**config.mk**
```make
export PLATFORM = sky130hd
export DESIGN_NAME = atm_txn_ctrl
export DESIGN_NICKNAME = d
export VERILOG_FILES = /design/src/rtl/atm_txn_ctrl.sv
export SDC_FILE = /design/constraint.sdc
export NUM_CORES = 1
export LEC_CHECK = 0
export BUFFER_PORTS_ARGS = -buffer_cell sky130_fd_sc_hd__buf_2
export CAP_MARGIN = 10
export CELL_PAD_IN_SITES_DETAIL_PLACEMENT = 0
export CELL_PAD_IN_SITES_GLOBAL_PLACEMENT = 1
export CORE_MARGIN = 5
export CORE_UTILIZATION = 43
export CTS_BUF_LIST = sky130_fd_sc_hd__clkbuf_4
export CTS_CLUSTER_DIAMETER = 50
export DETAILED_ROUTE_END_ITERATION = 12
export PLACE_DENSITY_LB_ADDON = 0.1
export SLEW_MARGIN = 30
export SYNTH_ARGS = -nofsm -noshare
export SYNTH_HDL_FRONTEND = slang
export SYNTH_SLANG_ARGS = --single-unit
```
**constraint.sdc**
```tcl
create_clock -name clk -period 4.9 [get_ports clk]
set_input_delay 0.49 -clock clk [delete_from_list [all_inputs] [get_ports clk]]
set_output_delay 0.49 -clock clk [all_outputs]
set_load 0.05 [all_outputs]
```
**src/rtl/atm_txn_ctrl.sv**
```systemverilog
// ATM transaction sequencer: PIN check, menu, amount entry and digit-serial BCD
// deposit/withdraw against a packed-BCD balance, with lockout and idle timeout.
module atm_txn_ctrl #(
  parameter logic [31:0] PIN         = 32'h0000_1234,
  parameter logic [31:0] INIT_BAL    = 32'h0000_5000,
  parameter int          MAX_TRIES   = 3,
  parameter int          TIMEOUT_CYC = 100_000_000
) (
  input  logic        clk,
  input  logic        rst,
  input  logic        confirm_i,
  input  logic [1:0]  op_i,
  input  logic [31:0] entry_i,
  output logic [31:0] balance_o,
  output logic [31:0] disp_o,
  output logic [2:0]  state_o,
  output logic [1:0]  err_o,
  output logic        locked_o,
  output logic        busy_o,
  output logic        entry_clr_o
);

  typedef enum logic [2:0] {
    ST_PIN    = 3'd0,
    ST_MENU   = 3'd1,
    ST_AMOUNT = 3'd2,
    ST_CALC   = 3'd3,
    ST_LOCK   = 3'd4
  } state_t;

  localparam logic [31:0] TMO_LAST = 32'(TIMEOUT_CYC - 1);
  localparam logic [2:0]  TRIES    = 3'(MAX_TRIES);

  state_t      state, state_nx;
  logic        confirm_q, cnf, acc_cnf, idle_st, tmo_hit, pin_ok, bad_bcd;
  logic        op_wd, carry, dig_c;
  logic [2:0]  fails, fails_inc, idx;
  logic [31:0] tmo_cnt, amount;
  logic [27:0] acc;
  logic [3:0]  dig_a, dig_b, dig_out;
  logic [4:0]  dig_sum;

  assign cnf       = confirm_i & ~confirm_q;
  assign acc_cnf   = cnf & ((state == ST_PIN) || (state == ST_MENU) || (state == ST_AMOUNT));
  assign idle_st   = (state == ST_MENU) || (state == ST_AMOUNT);
  assign tmo_hit   = idle_st && (tmo_cnt == TMO_LAST);
  assign pin_ok    = (entry_i == PIN);
  assign fails_inc = fails + 3'd1;

  always_comb begin
    bad_bcd = 1'b0;
    for (int i = 0; i < 8; i++)
      if (entry_i[i*4 +: 4] > 4'd9) bad_bcd = 1'b1;
  end

  // One BCD digit of balance +/- amount per cycle; dig_c is carry (add) or borrow (sub).
  always_comb begin
    dig_a = balance_o[{idx, 2'b00} +: 4];
    dig_b = amount[{idx, 2'b00} +: 4];
    if (op_wd) begin
      dig_sum = {1'b0, dig_a} - {1'b0, dig_b} - {4'd0, carry};
      dig_c   = dig_sum[4];
      dig_out = dig_c ? dig_sum[3:0] + 4'd10 : dig_sum[3:0];
    end else begin
      dig_sum = {1'b0, dig_a} + {1'b0, dig_b} + {4'd0, carry};
      dig_c   = (dig_sum > 5'd9);
      dig_out = dig_c ? dig_sum[3:0] + 4'd6 : dig_sum[3:0];
    end
  end

  always_ff @(posedge clk or posedge rst) begin
    if (rst) state <= ST_PIN;
    else     state <= state_nx;
  end

  always_comb begin
    state_nx = state;
    case (state)
      ST_PIN:
        if (cnf) begin
          if (pin_ok)                  state_nx = ST_MENU;
          else if (fails_inc >= TRIES) state_nx = ST_LOCK;
        end
      ST_MENU:
        if (cnf) begin
          if (op_i == 2'b01 || op_i == 2'b10) state_nx = ST_AMOUNT;
          else if (op_i == 2'b11)             state_nx = ST_PIN;
        end else if (tmo_hit) state_nx = ST_PIN;
      ST_AMOUNT:
        if (cnf)          state_nx = bad_bcd ? ST_MENU : ST_CALC;
        else if (tmo_hit) state_nx = ST_PIN;
      ST_CALC:
        if (idx == 3'd7) state_nx = ST_MENU;
      ST_LOCK: state_nx = ST_LOCK;
      default: state_nx = ST_PIN;
    endcase
  end

  always_comb begin
    state_o  = state;
    locked_o = (state == ST_LOCK);
    busy_o   = (state == ST_CALC);
  end

  // Datapath: fail count, idle timer, operand latches, BCD accumulator and commit.
  always_ff @(posedge clk or posedge rst) begin
    if (rst) begin
      confirm_q   <= 1'b0;
      entry_clr_o <= 1'b0;
      disp_o      <= 32'd0;
      balance_o   <= INIT_BAL;
      err_o       <= 2'b00;
      fails       <= 3'd0;
      tmo_cnt     <= 32'd0;
      op_wd       <= 1'b0;
      amount      <= 32'd0;
      acc         <= 28'd0;
      idx         <= 3'd0;
      carry       <= 1'b0;
    end else begin
      confirm_q   <= confirm_i;
      entry_clr_o <= acc_cnf;

      case (state)
        ST_PIN, ST_AMOUNT: disp_o <= entry_i;
        ST_MENU, ST_CALC:  disp_o <= balance_o;
        default:           disp_o <= 32'hFFFF_FFFF;
      endcase

      if (!idle_st || acc_cnf || (state_nx != state)) tmo_cnt <= 32'd0;
      else                                           tmo_cnt <= tmo_cnt + 32'd1;

      case (state)
        ST_PIN:
          if (cnf) begin
            err_o <= pin_ok ? 2'b00 : 2'b01;
            fails <= pin_ok ? 3'd0 : fails_inc;
          end
        ST_MENU:
          if (cnf) begin
            err_o <= 2'b00;
            if (op_i == 2'b01 || op_i == 2'b10) op_wd <= op_i[1];
            if (op_i == 2'b11) fails <= 3'd0;
          end else if (tmo_hit) fails <= 3'd0;
        ST_AMOUNT:
          if (cnf) begin
            if (bad_bcd) err_o <= 2'b11;
            else begin
              err_o  <= 2'b00;
              amount <= entry_i;
              idx    <= 3'd0;
              carry  <= 1'b0;
            end
          end else if (tmo_hit) fails <= 3'd0;
        ST_CALC: begin
          acc   <= {dig_out, acc[27:4]};
          carry <= dig_c;
          idx   <= idx + 3'd1;
          // Final digit: a carry/borrow out of digit 7 rejects the whole result.
          if (idx == 3'd7) begin
            if (dig_c) err_o     <= op_wd ? 2'b10 : 2'b11;
            else       balance_o <= {dig_out, acc};
          end
        end
        default: ;
      endcase
    end
  end

endmodule

```
# Word level (Yosys, flattened, before mapping)

Cells that the tools add are included.

Register bits: 171
Bits in latches: 0
RAM bits: 0
ROM bits: 0
Input bits: 37
Output and inout bits: 72
Logic and storage cells: 125
Memories: 0

Add/sub/neg operators: 9
$mul: 0
Div/mod/pow operators: 0
Order comparisons: 10
Eq/ne operators: 19
Shift operators: 2
Muxes and demuxes: 47
Bitwise operators: 5
Reductions and logical operators: 20

Operators with widths:

| cell                  | number |
|---|---|
| $pmux 32 s2           | 1 |
| $shiftx 32x6->4       | 2 |
| $mux 3                | 17 |
| $add 32x1->32 const B | 1 |
| $eq 32x13->1 const B  | 1 |
| $eq 32x27->1 const B  | 1 |
| $gt 4x4->1 const B    | 8 |
| $mux 32               | 1 |
| $pmux 3 s5            | 1 |
| $mux 2                | 7 |
| $mux 1                | 13 |
| $mux 4                | 3 |
| $reduce_and 3->1      | 4 |
| $ne 2x2->1 const B    | 5 |
| $pmux 3 s3            | 1 |
| $pmux 2 s4            | 1 |
| $add 3x1->3 const B   | 2 |
| $eq 3x2->1 const B    | 2 |
| $eq 3x3->1 const B    | 2 |
| $logic_or 1x1->1      | 6 |
| $pmux 3 s2            | 1 |
| $reduce_and 6->1      | 1 |
| $add 4x4->5           | 1 |
| $add 5x1->5           | 1 |
| other kinds (23)      | 29 |

# Depth between registers and ports, before layout

Depth in word-level cells: 15
Depth in mapped cells: 15

# Worst setup path after synthesis

OpenSTA, ideal clock, no wires.

Path kind: reg2reg
Start: register idx[0]
End: register balance_o[17]
Setup time: 0.125 ns
Arrival time: 4.425 ns
Required time: 4.775 ns
Setup slack: 0.351 ns
Stages on the path, launching flop included: 14
Buffers on the path: 3
Path through: dfrtp_1 > clkbuf_1 > buf_1 > mux4_2 > mux2_2 > fa_1 > inv_1 > fa_1 > ha_1 > a221oi_4 > o2bb2ai_1 > nand3_1 > buf_4 > mux2_2

Cells in the longest elaborated chain, start to end: 7

Ends and longest elaborated chain:

| what                               | line   | text |
|---|---|---|
| start, declared                    | 37     | `logic [2:0] fails, fails_inc, idx;` |
| start signal, assigned             | 158    | `idx <= idx + 3'd1;` |
| $shiftx 32x6->4 (on tied branches) | 58, 59 |  |
| $add 4x4->5                        | 65     | `dig_sum = {1'b0, dig_a} + {1'b0, dig_b} + {4'd0, carry};` |
| $add 5x1->5                        | 65     |  |
| $gt 5x4->1                         | 66     | `dig_c = (dig_sum > 5'd9);` |
| $mux 1                             | 60     | `if (op_wd) begin` |
| $not 1->1 (no line)                | n/a    |  |
| $reduce_and 3->1 (no line) (*)     | n/a    |  |
| end signal, assigned               | 162    | `else balance_o <= {dig_out, acc};` |
| end, declared                      | 14     | `output logic [31:0] balance_o,` |

Every way passes the cells marked *; elsewhere a longest branch is shown, timed or not.
A chain may end at the register's enable or synchronous reset.

# Worst setup path after layout

Start: register idx[1]
End: register balance_o[25]

Same word-level chain as after synthesis.

==> results.json <==
{
  "netlist_instances": 736,
  "rr_worst_depth": 12,
  "cp_data_arrival_time_ns": 4.68,
  "vias": 6046,
  "nFillCells": 1794,
  "place_hpwl_mm": 16.6,
  "drt-initial-drc-count": 395,
  "port_buffers": 108,
  "syn_area_mm2": 0.00832,
  "seq_area_mm2": 0.00428,
  "dieArea_mm2": 0.0222,
  "dpl_cell_area_mm2": 0.00910,
  "critPathLaunchType": "register",
  "cp_cell_sequence": "mux4_2, mux2i_1, inv_1, fa_1, inv_1, fa_1, ha_1, a221oi_4, o2bb2ai_1, nand3_1, buf_4, mux2_2",
  "vias_per_cell": 5.46,
  "worstHoldPathType": "input pin to register",
  "cts_buffers": 17,
  "core_area_mm2": 0.0189,
  "start_util_pct": 44.1,
  "static-leakage-power_uw": 0.00445,
  "ir_drop_uv": 158,
  "ys_seq_elements": 171,
  "fin_nets": 889,
  "p_sw_uw": 673,
  "p_comb_share_pct": 6.4,
  "yosysWarningCount": 0,
  "layout_common_cells": "dfrtp_1, buf_2, nand2_1",
  "yosysSeqAreaShare_pct": 51.4,
  "clk_latency_ns": 0.58,
  "cp_max_fo": 21,
  "async_reset_ff_share_pct": 100,
  "syn_area_per_cell_um2": 11.3,
  "rrSetupSlack_ns": 0.70,
  "antenna_found_initial": 1,
  "synth_top_area_cell": "dfrtp_1",
  "rows": 50,
  "p_int_uw": 1800,
  "hold_violations": 0,
  "yosysUniqueCellTypes": 59,
  "gp_congestion": 0.928,
  "antenna_left": 0,
  "critPathSlowestCell": "dfrtp_1",
  "multi_input_area_mm2": 0.00380,
  "end_kind": "register",
  "grt_pass1_vias": 6236,
  "io_pins": 109,
  "total_power_uw": 2480,
  "syn2layout_area_growth_pct": 13.7,
  "clock-root-buffer": "clkbuf_4",
  "numClockSinks": 171,
  "required_ns": 5.37,
  "seqPwrFrac_pct": 58.2,
  "htreeDepth": 4,
  "drv_cap": 0,
  "slowest_delay_ns": 0.75,
  "grt_pass1_wl_mm": 36.7,
  "r2r_end": "balance_o[25]$_DFFE_PP0P_",
  "holdPathStages": 2,
  "fin_crit_ns": 4.20,
  "grt_start_max_net_pins": 171,
  "grt.total_usage_pct": 21.6,
  "cts_tree": "done",
  "synth_nets": 792,
  "max-slew-margin-rel_pct": 45.9,
  "finalSetupTns_ns": 0,
  "finalSetupViolCount": 0,
  "criticalPathCategory": "register to register",
  "final_common_cell": "dfrtp_1",
  "rsz0062_at_grt": "false",
  "power_frac_clock_pct": 35.4,
  "synth_edf_count": 0,
  "stdcell_area_mm2": 0.00947,
  "period_share_pct": 85.8,
  "fp.dieW_um": 149,
  "drive_above_1_share_pct": 27.0,
  "overflow": 0,
  "skew_ns": 0.0224,
  "whs_endpoint": "amount[0]$_DFFE_PP0P_",
  "min_from": "entry_i[0]",
  "die_h_um": 149,
  "swShare_pct": 27.2,
  "pwr_density_cell_mw_per_mm2": 262,
  "cts_buffer_depth": 2,
  "yosysTopAreaCellShare_pct": 50.8,
  "drt-total-wl_mm": 23.1,
  "maxSlewViolCount": 0,
  "clk_pin_slew_ns": 0.15,
  "timing.hold.ws_ns": 0.178,
  "drt_pass1_iterations": 8,
  "status": "completed",
  "drcViolationCount": 0,
  "worstMarginPinSlew_ns": 0.811,
  "r2r_start": "idx[1]$_DFFE_PP0P_",
  "cts_resized": 0,
  "wire_per_inst_um": 20.8,
  "ys.flop_type": "dfrtp_1",
  "synthTopCellsByArea": "dfrtp_1, mux2_2, nand2_1",
  "max_freq_mhz": 238
}
==> layout make-up <==
type | count | share of cell area, %
antenna | 1 | 0.0264
sequential | 171 | 45.2
clock inverter | 15 | 1.94
inverter | 18 | 0.753
tap | 260 | 3.44
clock buffer | 17 | 1.35
timing repair buffer | 120 | 7.06
multi-input combinational | 505 | 40.2
==> sequential cells by signal, indices dropped and copies added (netlist names), 2 cells and up <==
name / cells
balance_o: 32
tmo_cnt: 32
idx: 3
state_o: 3
fails: 3
acc: 28
err_o: 2
amount: 32
disp_o: 32
==> synth_stat cells (all sizes together) (2+ instances only) <==
cell type	number
a211o	32
a21oi	5
a22oi	2
a31oi	2
and2	5
and3	13
and4	5
buf	6
clkbuf	36
dfrtp	169
dfstp	2
fa	4
ha	15
inv	18
mux2	67
mux2i	6
mux4	16
nand2	103
nand2b	6
nand3	8
nand4	13
nor2	49
nor2b	36
nor3	5
nor4	7
nor4b	4
nor4bb	2
o211ai	2
o21ai	25
o21bai	5
o22ai	2
o31a	3
o31ai	4
or3	5
xnor2	14
xor2	22
==> power by group through the flow <==
stage | clock network, µW | registers [µW] | logic [µW]
2_1_floorplan | 0 | 1480 | 75.6
3_3_place_gp | 0 | 1460 | 151
3_5_place_dp | 0 | 1470 | 158
4_1_cts | 912 | 1440 | 160
5_1_grt | 960 | 1440 | 176
6_report | 877 | 1440 | 158
==> stage by stage <==
step                setup slack [ns]  utilization (%)  instances
floorplan                      0.351                -        736
global placement               0.861             48.2       1071
detailed placement             0.711             48.2       1071
CTS                            0.696             49.9       1105
global route                   0.431             50.1       1107
finish                         0.698             50.1       1107
==> per-layer routing <==
metal	part of all wire, %	routed length [µm]	GRT usage, %	up-vias
met5	0	0	0	-
met4	1.7	390	5.81	0
met3	5.1	1190	4.47	24
met2	48	11000	34.0	169
met1	45	10500	30.6	3070
li1	-	-	-	2783
==> worst max path at each step <==
stage                        from                        end  depth (start not counted)  slack (ns)
2_1_floorplan  idx[0]$_DFFE_PP0P_  balance_o[17]$_DFFE_PP0P_                         13        0.35
3_3_place_gp   idx[0]$_DFFE_PP0P_  balance_o[17]$_DFFE_PP0P_                         12        0.86
3_5_place_dp   idx[0]$_DFFE_PP0P_  balance_o[18]$_DFFE_PP0P_                         13        0.71
4_1_cts        idx[0]$_DFFE_PP0P_  balance_o[18]$_DFFE_PP0P_                         13        0.70
5_1_grt        idx[0]$_DFFE_PP0P_  balance_o[18]$_DFFE_PP0P_                         13        0.43
6_report       idx[1]$_DFFE_PP0P_  balance_o[25]$_DFFE_PP0P_                         12        0.70
==> critical path, delay by kind of cell, from the launching register on <==
kind	cells	cell delay (ns)
and+or+nand+nor	1	0.10
AOI/OAI and AO/OA	2	0.58
buffers and inverters	3	0.48
muxes	3	1.05
adders and majority gates	3	1.13
DFF	1	0.75
==> kinds of logic after synthesis <==
family | after synthesis | share of synthesized area [%]
buffers and inverters | 60 | 2.86
DFF | 171 | 51.4
adders and majority gates | 19 | 3.22
muxes | 89 | 14.1
xor gates and xnor gates | 36 | 3.79
AOI/OAI and AO/OA | 95 | 8.78
and+or+nand+nor | 266 | 15.8
==> what timing repair did <==
| action | in CTS | in global routing |
|---|---|---|
| setup buffers | 0 | 0 |
| hold buffers | 2 | 0 |
| endpoints found under the hold margin | 2 | 0 |
Power figures use the tool's default switching activity.
